`src/rtl/list_pkg.sv`:
```
// Shared types and defaults for the toggle-handshake list reader.
// The state enum is visible on the reader's dbg_state port.
package list_pkg;

  typedef enum logic [1:0] {
    IDLE = 2'd0,
    ARM  = 2'd1,
    WAIT = 2'd2,
    DONE = 2'd3
  } state_t;

  localparam int DEF_W       = 8;
  localparam int DEF_SUM_W   = 16;
  localparam int DEF_CNT_W   = 8;
  localparam int DEF_MAX_LEN = 255;
  localparam int DEF_TIMEOUT = 1024;

  // Handshake rule for the reader:
  // - `req` is a toggle. Each change of `req` asks the producer for one more item.
  // - The producer answers by making `ack` equal to `req`.
  // - While `ack == req`, the answer is on `eol`/`value`. It stays there until the
  //   reader toggles `req` again.
  function automatic logic response_present(input logic req, input logic ack);
    return req == ack;
  endfunction

endpackage

```
`src/rtl/list_accumulator.sv`:
```
// Running fold of list elements: wrapping sum, element count and maximum.
// `last` is high when the next accepted element will bring the count up to MAX_LEN.
module list_accumulator
  import list_pkg::*;
#(
  parameter int W       = DEF_W,
  parameter int SUM_W   = DEF_SUM_W,
  parameter int CNT_W   = DEF_CNT_W,
  parameter int MAX_LEN = DEF_MAX_LEN
) (
  input  logic             clk,
  input  logic             rst_n,
  input  logic             clear,
  input  logic             en,
  input  logic [W-1:0]     value,
  output logic [SUM_W-1:0] sum,
  output logic [CNT_W-1:0] count,
  output logic [W-1:0]     max_val,
  output logic             last
);

  assign last = (count == CNT_W'(MAX_LEN - 1));

  // fold one element per enable; clear wins over enable
  always_ff @(posedge clk or negedge rst_n) begin
    if (!rst_n) begin
      sum     <= '0;
      count   <= '0;
      max_val <= '0;
    end else if (clear) begin
      sum     <= '0;
      count   <= '0;
      max_val <= '0;
    end else if (en) begin
      sum   <= sum + SUM_W'(value);
      count <= count + CNT_W'(1);
      if (value > max_val) max_val <= value;
    end
  end

endmodule

```
`src/rtl/list_fold_reader.sv`:
```
// Consumer end of a toggle-handshake list stream.
// It enables the producer and pulls elements one at a time. It folds them into
// sum/count/max and raises `done` at end of list or when MAX_LEN elements are read.
// Optional watchdog: define LIST_READER_TIMEOUT_EN to abort a request that gets
// no answer within TIMEOUT cycles. The abort sets `error`.
module list_fold_reader
  import list_pkg::*;
#(
  parameter int W       = DEF_W,
  parameter int SUM_W   = DEF_SUM_W,
  parameter int CNT_W   = DEF_CNT_W,
  parameter int MAX_LEN = DEF_MAX_LEN,
  parameter int TIMEOUT = DEF_TIMEOUT
) (
  input  logic             CLOCK_50,
  input  logic             RESET_N,
  input  logic             start,
  output logic             list_ready,
  output logic             req,
  input  logic             ack,
  input  logic             eol,
  input  logic [W-1:0]     value,
  output logic             done,
  output logic             truncated,
  output logic             error,
  output logic [SUM_W-1:0] sum,
  output logic [CNT_W-1:0] count,
  output logic [W-1:0]     max_val,
  output state_t           dbg_state
);

  state_t state, state_nxt;
  logic   start_q;
  logic   start_rise;
  logic   resp;
  logic   take;
  logic   acc_last;
  logic   acc_clear;
  logic   acc_en;
  logic   timeout_hit;
  logic   req_nxt;
  logic   done_nxt;
  logic   trunc_nxt;

  assign start_rise = start & ~start_q;
  assign resp       = response_present(req, ack);
  assign take       = (state == WAIT) & resp & ~eol;
  assign dbg_state  = state;

  list_accumulator #(
    .W       (W),
    .SUM_W   (SUM_W),
    .CNT_W   (CNT_W),
    .MAX_LEN (MAX_LEN)
  ) u_acc (
    .clk     (CLOCK_50),
    .rst_n   (RESET_N),
    .clear   (acc_clear),
    .en      (acc_en),
    .value   (value),
    .sum     (sum),
    .count   (count),
    .max_val (max_val),
    .last    (acc_last)
  );

  // state register plus the previous start level used for edge detection
  always_ff @(posedge CLOCK_50 or negedge RESET_N) begin
    if (!RESET_N) begin
      state   <= IDLE;
      start_q <= 1'b0;
    end else begin
      state   <= state_nxt;
      start_q <= start;
    end
  end

  // next state: a response ends the read on eol or at the MAX_LEN-th element
  always_comb begin
    state_nxt = state;
    case (state)
      IDLE:    if (start_rise) state_nxt = ARM;
      ARM:     state_nxt = WAIT;
      WAIT: begin
        if (resp) begin
          if (eol || acc_last) state_nxt = DONE;
        end else if (timeout_hit) begin
          state_nxt = DONE;
        end
      end
      DONE:    if (!start) state_nxt = IDLE;
      default: state_nxt = IDLE;
    endcase
  end

  // outputs: the producer enable, accumulator control and next values of the registered flags
  always_comb begin
    list_ready = (state == ARM) || (state == WAIT);
    acc_clear  = (state == IDLE) && start_rise;
    acc_en     = take;
    req_nxt    = req;
    done_nxt   = done;
    trunc_nxt  = truncated;
    case (state)
      IDLE: begin
        req_nxt = 1'b0;
        if (start_rise) begin
          done_nxt  = 1'b0;
          trunc_nxt = 1'b0;
        end
      end
      ARM:  req_nxt = 1'b1;
      WAIT: begin
        if (resp) begin
          if (eol) begin
            req_nxt  = 1'b0;
            done_nxt = 1'b1;
          end else if (acc_last) begin
            req_nxt   = 1'b0;
            done_nxt  = 1'b1;
            trunc_nxt = 1'b1;
          end else begin
            // ask for the next element in the same cycle as the fold
            req_nxt = ~req;
          end
        end else if (timeout_hit) begin
          req_nxt  = 1'b0;
          done_nxt = 1'b1;
        end
      end
      DONE:    req_nxt = 1'b0;
      default: req_nxt = 1'b0;
    endcase
  end

  // registered handshake and status outputs
  always_ff @(posedge CLOCK_50 or negedge RESET_N) begin
    if (!RESET_N) begin
      req       <= 1'b0;
      done      <= 1'b0;
      truncated <= 1'b0;
    end else begin
      req       <= req_nxt;
      done      <= done_nxt;
      truncated <= trunc_nxt;
    end
  end

`ifdef LIST_READER_TIMEOUT_EN
  localparam int WD_W = $clog2(TIMEOUT + 1);
  logic [WD_W-1:0] wd_cnt;

  assign timeout_hit = (state == WAIT) && !resp && (wd_cnt == WD_W'(TIMEOUT - 1));

  // watchdog: restarts with every answered request, counts unanswered WAIT cycles
  always_ff @(posedge CLOCK_50 or negedge RESET_N) begin
    if (!RESET_N) begin
      wd_cnt <= '0;
    end else if (state != WAIT || resp) begin
      wd_cnt <= '0;
    end else begin
      wd_cnt <= wd_cnt + WD_W'(1);
    end
  end

  // error flag: cleared by a new read, set by a watchdog abort
  always_ff @(posedge CLOCK_50 or negedge RESET_N) begin
    if (!RESET_N) begin
      error <= 1'b0;
    end else if (acc_clear) begin
      error <= 1'b0;
    end else if (timeout_hit) begin
      error <= 1'b1;
    end
  end
`else
  // No watchdog in this build: WAIT can last forever and TIMEOUT has no effect.
  assign timeout_hit = 1'b0 & (TIMEOUT != 0);
  assign error       = 1'b0;
`endif

endmodule

```
`config.mk`:
```
export PLATFORM = sky130hd
export DESIGN_NAME = list_fold_reader
export DESIGN_NICKNAME = d
export VERILOG_FILES = /design/src/rtl/list_pkg.sv /design/src/rtl/list_accumulator.sv /design/src/rtl/list_fold_reader.sv
export SDC_FILE = /design/constraint.sdc
export NUM_CORES = 1
export LEC_CHECK = 0
export CAP_MARGIN = 0
export CELL_PAD_IN_SITES_DETAIL_PLACEMENT = 0
export CELL_PAD_IN_SITES_GLOBAL_PLACEMENT = 1
export CORE_MARGIN = 4
export CORE_UTILIZATION = 30
export CTS_CLUSTER_DIAMETER = 100
export DETAILED_ROUTE_END_ITERATION = 6
export PLACE_DENSITY_LB_ADDON = 0.15
export SETUP_SLACK_MARGIN = 0.02
export SYNTH_ARGS = -nofsm -noshare
export SYNTH_HDL_FRONTEND = slang
export SYNTH_SLANG_ARGS = --single-unit
export TNS_END_PERCENT = 30
```
`constraint.sdc`:
```
create_clock -name CLOCK_50 -period 4.9 [get_ports CLOCK_50]
set_clock_uncertainty 0.15 [all_clocks]
set_input_delay 0.49 -clock CLOCK_50 [delete_from_list [all_inputs] [get_ports CLOCK_50]]
set_output_delay 0.49 -clock CLOCK_50 [all_outputs]
set_load 0.01 [all_outputs]
```
After elaboration in Yosys (flattened, before gate mapping). Index checks and enable logic that the tools add are counted.

Register bits after elaboration: 38. Bits of input ports: 13. Word-level logic and storage cells: 65.

Bitwise logic cells: 6. Add/sub/neg operators: 2. Magnitude comparators: 1. Equality and inequality tests: 12. Reduce and logical (&&, ||, !) cells: 12. Mux-type cells: 24.

Operators by type and width (count): $mux 8 (5); $mux 16 (2); $add 16x8->16 (1); $ne 2x2->1 const B (6); $mux 1 (9); $add 8x1->8 const B (1); $eq 8x8->1 const B (1); $gt 8x8->1 (1); $mux 2 (4); $pmux 2 s4 (1); $reduce_and 4->1 (2); $reduce_bool 2->1 (3); $reduce_and 5->1 (1); $eq 2x2->1 const B (2); $pmux 1 s2 (2); $and 1x1->1 (3); $ne 3x3->1 const B (1); $not 1->1 (3); $pmux 1 s3 (1); $eq 2x1->1 const B (1); $logic_not 2->1 (1); $logic_or 1x1->1 (2); $reduce_and 2->1 (1); $reduce_or 2->1 (1); other kinds (2) (2).

Depth between registers and ports, before layout. Gate-level depths: netlist (run 1).

Depth after elaboration: 5. Mapped depth: 8.

Cells and area by module. From an unflattened synthesis (run 1), not the netlist that was laid out.

Cell total of the unflattened synthesis: 249. Area, all modules: 2459.9 µm².

Modules (own cells, without submodules): list_accumulator (cells an instance 210, instances 1, area an instance 2040.7 µm²); list_fold_reader (cells an instance 39, instances 1, area an instance 419.2 µm²).

Worst setup path before layout (run 1). Ideal clock, no wire load.

Path kind: input to register. Start: input value[0]. End: register u_acc.sum[12]. Buffers on the path: 0. Setup slack: 2.653 ns. Cell stages on the path: 7. Arrival: 1.966 ns. Cell sequence: ha_1 > fa_1 > a211oi_1 > o21ai_0 > o2111ai_1 > xor2_1 > nor2_1.

Cells in the longest elaborated chain, start to end: 3.

Ends and longest elaborated chain: start: declaration (line list_fold_reader.sv:22) `input logic [W-1:0] value,`; $add 16x8->16 (line list_accumulator.sv:35) `sum <= sum + SUM_W'(value);`; $mux 16 (line list_accumulator.sv:34) `end else if (en) begin`; $mux 16 (line list_accumulator.sv:30) `end else if (clear) begin`; end signal: assignment (line list_accumulator.sv:35); end: declaration (line list_accumulator.sv:16) `output logic [SUM_W-1:0] sum,`.

Every way passes these cells. The select of a mux whose other input is x is not followed. A chain may end at the register's enable or synchronous reset.

Worst setup path after layout (run 1). Ends and elaborated chain as after synthesis.

==> key figures, run 1 <==
Worst hold path
  • Class of the tightest hold or removal check: input pin to async pin

Synth
  • Share of synthesized area occupied by flip-flops and latches: 0.403
  • Mean instance size in the synthesized netlist: around 9.4 µm²
  • Area share of the leading cell type in the synthesized netlist: 0.403
  • Total number of yosys warnings: 0
  • Most area-consuming cells after synthesis: sky130_fd_sc_hd__dfrtp_1, sky130_fd_sc_hd__ha_1, sky130_fd_sc_hd__xor2_1
  • Cell taking the most area after synthesis: sky130_fd_sc_hd__dfrtp_1
  • Post-synthesis cell count: 250
  • Post-synth top cells: sky130_fd_sc_hd__dfrtp_1, sky130_fd_sc_hd__nand2_1, sky130_fd_sc_hd__ha_1, sky130_fd_sc_hd__nor2_1, sky130_fd_sc_hd__a21oi_1
  • Distinct cell type count of the synthesized netlist: 44
  • Area of the mapped netlist: 2360 µm²
  • Share of synthesized flip-flops with an asynchronous set or reset: 1.00
  • Cell with the most instances after synthesis: sky130_fd_sc_hd__dfrtp_1
  • Synth Flop Type: sky130_fd_sc_hd__dfrtp_1
  • Flops & latches, synth: 38
  • Synth Net Count: 285
  • Number of enable flip-flop cells after synthesis: 0

Clock network
  • TritonCTS clock tree: yes
  • CTS Buf Count: 5
  • H-tree Lvls: 2
  • Clock root cell: sky130_fd_sc_hd__clkbuf_8
  • Number of gates resized after CTS: 0
  • Maximum buffer depth of the clock tree: 2
  • Clock sink count: 38
  • Worst skew pair latency: roughly 0.29 ns
  • Number of hold buffers added after cts: 0
  • Clock slew at reported path FFs: 0.08 ns
  • Post-CTS setup buffer count: 0

GRT
  • Most crowded layer after global routing: met2
  • Via count of the first global-routing pass: 2,017
  • Pin count of the biggest net entering global routing: 39
  • Overall global routing resource usage: 0.134
  • Met1 track demand over resource in global routing: 0.184
  • Global Route met3 Usage: 0.0375
  • Global route overflow: 0
  • Initial antenna violation count: 0
  • Wire length of the first global-routing pass: about 10 mm
  • Met2 track demand over resource: 0.209

Final layout
  • Sequential cell area: 951 µm²
  • Count of antenna diodes in the layout: 0
  • Final design instance area without fill: around 3000 µm²
  • Util after Layout: 0.399
  • Area Overhead vs Synth: 30.2%
  • Layout cell share with drive strength beyond 1: 0.0596
  • Post-layout nets: between 300 and 400
  • Area used by multi-input combinational logic: 1330 µm²
  • Fillcell total: roughly 790

Placement
  • HPWL after detailed placement: 4.54 mm
  • Post-Place Cell Area: between 2000 and 3000 µm²
  • Routability congestion estimate from global placement: 0.813
  • PortBufs: 50

Route
  • Average via count per standard cell: 4.95
  • Number of DRC markers in iteration 0: ~70
  • Pre-Repair DR Iteration Count: 4
  • Post-detailed-route wirelength per cell: roughly 15 µm
  • Total detailed-routing wirelength: 6.13 mm
  • Via Count: around 2,000
  • Residual DRC: 0
  • Antenna Violating Nets Remaining: 0

Timing
  • Setup TNS after final layout: 0 ns
  • Slew at the pin closest to its max-slew limit: 0.976 ns
  • Period utilisation layout: 0.557
  • Clock period minus final worst setup slack: roughly 2.7 ns
  • Final-report max-slew violation count: 0
  • Setup violation total in the final timing report: 0
  • Peak clock frequency supported by timing: 366 MHz
  • Final Hold Vio Count: 0
  • Max-slew headroom at the worst pin: 0.348
  • Unrepaired setup endpoints after global routing: no

Setup path
  • Worst EP arrival: between 2 and 3 ns
  • Reg-to-reg startpoint: dbg_state[0]
  • List of cells traversed by the critical path: clkdlybuf4s50_1, ha_1, fa_1, a211oi_1, o21ai_0, o2111ai_1, xor2_1, nor2_1
  • Cell with the largest stage delay on the worst path: sky130_fd_sc_hd__clkdlybuf4s50_1
  • Worst Path Class, Setup: input pin to register
  • Worst reg-to-reg setup slack: 2.47 ns
  • Crit path from: value[0]
  • Data required time at the worst endpoint: 4.93 ns
  • Critical Path Sink Type: register
  • Delay of the slowest critical-path stage: 0.50 ns
  • Biggest fanout along the worst timing path: 5
  • Startpoint type of the worst setup path: input pin
  • Worst r2r path cells: 6

Pwr
  • Leakage Power: 0.00132 µW
  • Power density cells: 489 nW/µm²
  • Power Total: approximately 1500 µW
  • Worst vdd ir: between 0.15 and 0.2 mV

Floorplan
  • I/O pin total: 52
  • # rows: 32
  • Placeable core region: 7690 µm²
  • Die Span Y: 96.7 µm
  • Initial core utilization: 0.307
  • Die extent in x: between 90 and 100 µm
  • Total die area: 9340 µm²

Flow run
  • Maximum capacitance violations: 0

Outcome
  • Status: complete, no violations
-- state kept, by name, summed over array words and instances (netlist names) --
register / cells
done: 1
truncated: 1
u_acc.max_val: 8
u_acc.count: 8
u_acc.sum: 16
req: 1
dbg_state: 2
start_q: 1
-- final cells by class --
type                       instances  share of cell area
timing repair buffer              52               0.166
clock buffer                       8              0.0359
inverter                          11              0.0134
sequential                        38               0.310
multi-input combinational        193               0.433
tap                              102              0.0416
-- through the flow --
step | instances | hold slack (ns) | setup slack (ns)
after floorplan | 250 | 0.0444 | 2.65
after global placement | 396 | 0.394 | 1.84
after detailed placement | 396 | 0.397 | 1.86
after CTS | 404 | 0.215 | 2.16
after global routing | 404 | 0.247 | 2.02
final | 404 | 0.170 | 2.17
-- report_power, final --
group / switching (µW) / total, µW / internal [µW]
sequential: 75.4 / 471 / 396
clock: 119 / 261 / 142
combinational: 394 / 771 / 376
-- routing by layer --
| metal | part of all wire | vias to the layer above |
|---|---|---|
| met4 | 0.0098 | 0 |
| met3 | 0.048 | 5 |
| met5 | 0 | - |
| met1 | 0.49 | 943 |
| met2 | 0.46 | 45 |
| li1 | - | 1007 |
-- final timing paths --
kind / to
setup / recovery: u_acc.sum[12]
setup reg to reg: u_acc.max_val[0]
hold reg to reg: u_acc.sum[0]
max in group asynchronous: u_acc.sum[11]
min in group CLOCK_50: u_acc.sum[0]
hold / removal: u_acc.sum[0]
-- cells in the final DEF, fill, tap and decap left out, drive strengths merged, types with 3 or more instances in the layout --
master	netlist	routed
a21oi	19	19
nor2	21	21
dfrtp	38	38
a31oi	3	3
clkdlybuf4s50	0	49
o211ai	7	7
and3	3	3
xnor2	7	7
o21ai	9	9
a211oi	7	7
nand2b	3	3
ha	21	21
nand2	27	27
nand3	12	12
o31ai	10	10
inv	11	11
a21o	3	3
clkbuf	5	8
xor2	12	12
buf	3	3
nand4	6	6
-- kinds of logic after synthesis --
family	after synthesis	share of synthesized area
flops	38	0.403
xor+xnor	19	0.0706
buf+inv	19	0.0329
compound gates	66	0.194
other cells	1	0.00159
fa+ha+maj	22	0.120
mux	2	0.00955
simple gates	83	0.169
-- worst max-delay path, delay by kind of cell --
| family | cells | cell delay [ns] |
|---|---|---|
| xor gates and xnor gates | 1 | 0.17 |
| buffers and inverters | 1 | 0.50 |
| and+or+nand+nor | 1 | 0.05 |
| adders and majority gates | 2 | 0.71 |
| AOI/OAI and AO/OA | 3 | 0.85 |
Power figures use the tool's default switching activity.
==> inputs of run 2 (changes only) <==
- clock period: 4.9 -> 2.35 ns (I/O delays scaled with it)
==> run 2 against run 1 <==
  * Worst setup slack worse by 2.1 ns
  * Sequential share of layout area decreased by 2.6 points
  * Global-route usage grew 1.2 points
  * Hold slack improved by 0.0036 ns
  * Count of clock-buffer cells in the layout down 2
  * Sequential power grew 110%
  * First-iteration DRC count decreased by 25%
  * Critical endpoint is now u_acc.sum[13]
  * Total power grew 140%
  * Clock power increased to 2.7 times the previous value
==> key figures, run 2 (same netlist as run 1, synthesis figures left out) <==
Outcome
  • Status: complete, no violations

Placement
  • Routability congestion estimate from global placement: 0.779 (-4.3%)
  • Worst-case setup slack after placement: -0.360 ns (-2.22 ns)
  • HPWL after detailed placement: 5.01 mm (+10%)
  • Post-Place Cell Area: 3130 µm² (+5.6%)
  • PortBufs: 50 (unchanged)

Setup path
  • Crit path from: value[2]
  • Worst EP arrival: 2.36 ns (-0.40 ns)
  • Critical Path Sink Type: register
  • Worst Path Class, Setup: input pin to register
  • Cell with the largest stage delay on the worst path: sky130_fd_sc_hd__or4_4
  • Startpoint type of the worst setup path: input pin
  • Delay of the slowest critical-path stage: 0.52 ns (+0.02 ns)
  • Biggest fanout along the worst timing path: 4 (-1)
  • List of cells traversed by the critical path: clkdlybuf4s50_1, ha_1, nor2_1, o31ai_4, a41oi_2, or4_4, a21oi_2
  • Data required time at the worst endpoint: 2.44 ns (-2.49 ns)
  • Reg-to-reg startpoint: u_acc.sum[1]
  • Worst path top cell family by delay: simple AND/OR/NAND/NOR gates
  • Buffering stage count on the worst path with inverters included: 1 (unchanged)

GRT
  • Overall global routing resource usage: 0.145 (+0.0117)
  • Global Route met3 Usage: 0.0296 (-0.00793)
  • Wire length of the first global-routing pass: 11.1 mm (+9.5%)
  • Pin count of the biggest net entering global routing: 21 (-46%)
  • Met1 track demand over resource in global routing: 0.210 (+0.0264)
  • Met2 track demand over resource: 0.223 (+0.0143)
  • Most crowded layer after global routing: met2
  • Via count of the first global-routing pass: 2,124 (+5.3%)
  • Global route overflow: 0 (unchanged)
  • Initial antenna violation count: 0 (unchanged)

Route
  • Pre-Repair DR Iteration Count: 4 (unchanged)
  • Antenna Violating Nets Remaining: 0 (unchanged)
  • Number of DRC markers in iteration 0: 52 (-25%)
  • Total detailed-routing wirelength: 6.70 mm (+9.2%)
  • Via Count: 2,120 (+6.0%)
  • Post-detailed-route wirelength per cell: 15.6 µm (+2.6%)
  • Average via count per standard cell: 4.93 (-0.41%)
  • Residual DRC: 0 (unchanged)

Pwr
  • Worst vdd ir: 0.417 mV (+170%)
  • Power share of the clock group: 0.200 (+0.026)
  • Power density cells: 1070 nW/µm² (+120%)
  • Pint: 2230 µW (+140%)
  • Power Total: 3580 µW (+140%)
  • Leakage Power: 0.00148 µW (+12%)
  • Sw Ratio: 0.377 (-0.0147)
  • Relative contribution of combinational cells to total power: 0.523 (+0.010)
  • Switching power: 1350 µW (+130%)
  • Flop pwr share: 0.277 (-0.036)

Timing
  • Max-slew headroom at the worst pin: 0.564 (+0.216)
  • Worst Hold Slack: 0.173 ns (+0.00359 ns)
  • Final-report max-slew violation count: 0 (unchanged)
  • Peak clock frequency supported by timing: 440 MHz
  • Setup TNS after final layout: 0 ns (unchanged)
  • Setup violation total in the final timing report: 0 (unchanged)
  • Period utilisation layout: 0.968
  • Slew at the pin closest to its max-slew limit: 0.652 ns (-0.325 ns)
  • Minimum setup slack in the final design: 0.0760 ns (-2.09 ns)
  • Unrepaired setup endpoints after global routing: yes
  • Final Hold Vio Count: 0 (unchanged)
  • Clock period minus final worst setup slack: 2.27 ns

Clock network
  • Clock slew at reported path FFs: 0.08 ns (about the same)
  • Worst skew pair latency: 0.30 ns (about the same)
  • TritonCTS clock tree: yes
  • Clock sink count: 38 (unchanged)
  • CTS Buf Count: 5 (unchanged)
  • Maximum buffer depth of the clock tree: 2 (unchanged)
  • Clock root cell: sky130_fd_sc_hd__clkbuf_8
  • H-tree Lvls: 2 (unchanged)

Final layout
  • Fillcell total: 782 (-1.5%)
  • Post-layout nets: 362 (+7.7%)
  • Most used cells in the layout excluding fill and tap cells: sky130_fd_sc_hd__clkdlybuf4s50_1, sky130_fd_sc_hd__dfrtp_1, sky130_fd_sc_hd__buf_4
  • Number of flip-flops in the largest register: 16 (unchanged)
  • Leading cell type in the layout, fill and taps excluded: sky130_fd_sc_hd__clkdlybuf4s50_1
  • Count of antenna diodes in the layout: 0 (unchanged)
  • Area Overhead vs Synth: 42.0%
  • Area used by multi-input combinational logic: 1380 µm² (+3.5%)
  • Sequential cell area: 951 µm² (unchanged)
  • Final design instance area without fill: 3350 µm² (+9.1%)
  • Regs by FF count: u_acc.sum x16, u_acc.count x8, u_acc.max_val x8
  • Layout cell share with drive strength beyond 1: 0.149 (+0.0898)
  • Register containing the most flip-flops in the final layout: u_acc.sum

Flow run
  • Maximum capacitance violations: 0 (unchanged)

Floorplan
  • Initial core utilization: 0.307 (unchanged)
  • Placeable core region: 7690 µm² (unchanged)
  • I/O pin total: 52 (unchanged)
  • # rows: 32 (unchanged)
  • Die Span Y: 96.7 µm (unchanged)
  • Total die area: 9340 µm² (unchanged)
  • Die extent in x: 96.7 µm (unchanged)

Worst hold path
  • Critical hold path startpoint: value[1]
  • Class of the tightest hold or removal check: input pin to register
run 2: cell count changes in the layout (fill, tap and decap cells not counted), moves of 2 or more:
cell                        delta
sky130_fd_sc_hd__bufinv_16     +2
sky130_fd_sc_hd__buf_4        +25
sky130_fd_sc_hd__a211oi_1      -2
sky130_fd_sc_hd__clkbuf_8      -2
run 2: timing repair:
action                                  CTS  global route
pin swaps                                 0             4
resized for setup                         1             9
buffers inserted                          0             3
hold buffers                              1             0
hold endpoints to repair                 18             0
endpoints found under the setup margin   10            11
cloned                                    0             0
run 2: worst register-to-register path, cell delays in order (launching register included):
cell	delay (ns)
sky130_fd_sc_hd__dfrtp_1	0.43
sky130_fd_sc_hd__ha_1	0.31
sky130_fd_sc_hd__a211oi_2	0.10
sky130_fd_sc_hd__o31ai_4	0.34
sky130_fd_sc_hd__a41oi_2	0.20
sky130_fd_sc_hd__or4_4	0.52
sky130_fd_sc_hd__a21oi_2	0.14
run 2: final cells by class:
class	instances	share of cell area
clock buffers	6	0.0247
clock inverters	2	0.0179
well taps	102	0.0381
flip-flops and latches	38	0.284
inverters	11	0.0123
repair buffers	78	0.212
multi-input cells	193	0.411
run 2: per-stage QoR:
stage          utilization  instances
2_1_floorplan            -        250
3_3_place_gp         0.407        418
3_5_place_dp         0.407        418
4_1_cts              0.427        427
5_1_grt              0.436        430
6_report             0.436        430
run 2: final timing paths:
check,to,slack [ns],cells after the start
setup / recovery,u_acc.sum[13],0.08,7
hold / removal,u_acc.max_val[1],0.17,3
setup reg to reg,u_acc.sum[13],0.10,6
hold reg to reg,u_acc.sum[15],0.40,2
max in group asynchronous,req,1.19,3
min in group asynchronous,u_acc.count[7],0.28,2
run 2: per-layer routing:
metal	part of all wire	up-vias
met2	0.46	39
met1	0.50	1016
met4	0.011	0
li1	-	1056
met3	0.030	9
met5	0	-
run 2: power by group through the flow:
stage | clock, µW | sequential [µW] | combinational, µW
2_1_floorplan | 0 | 1050 | 944
3_3_place_gp | 0 | 998 | 1790
3_5_place_dp | 0 | 1000 | 1790
4_1_cts | 735 | 991 | 1820
5_1_grt | 753 | 1020 | 2090
6_report | 715 | 990 | 1870
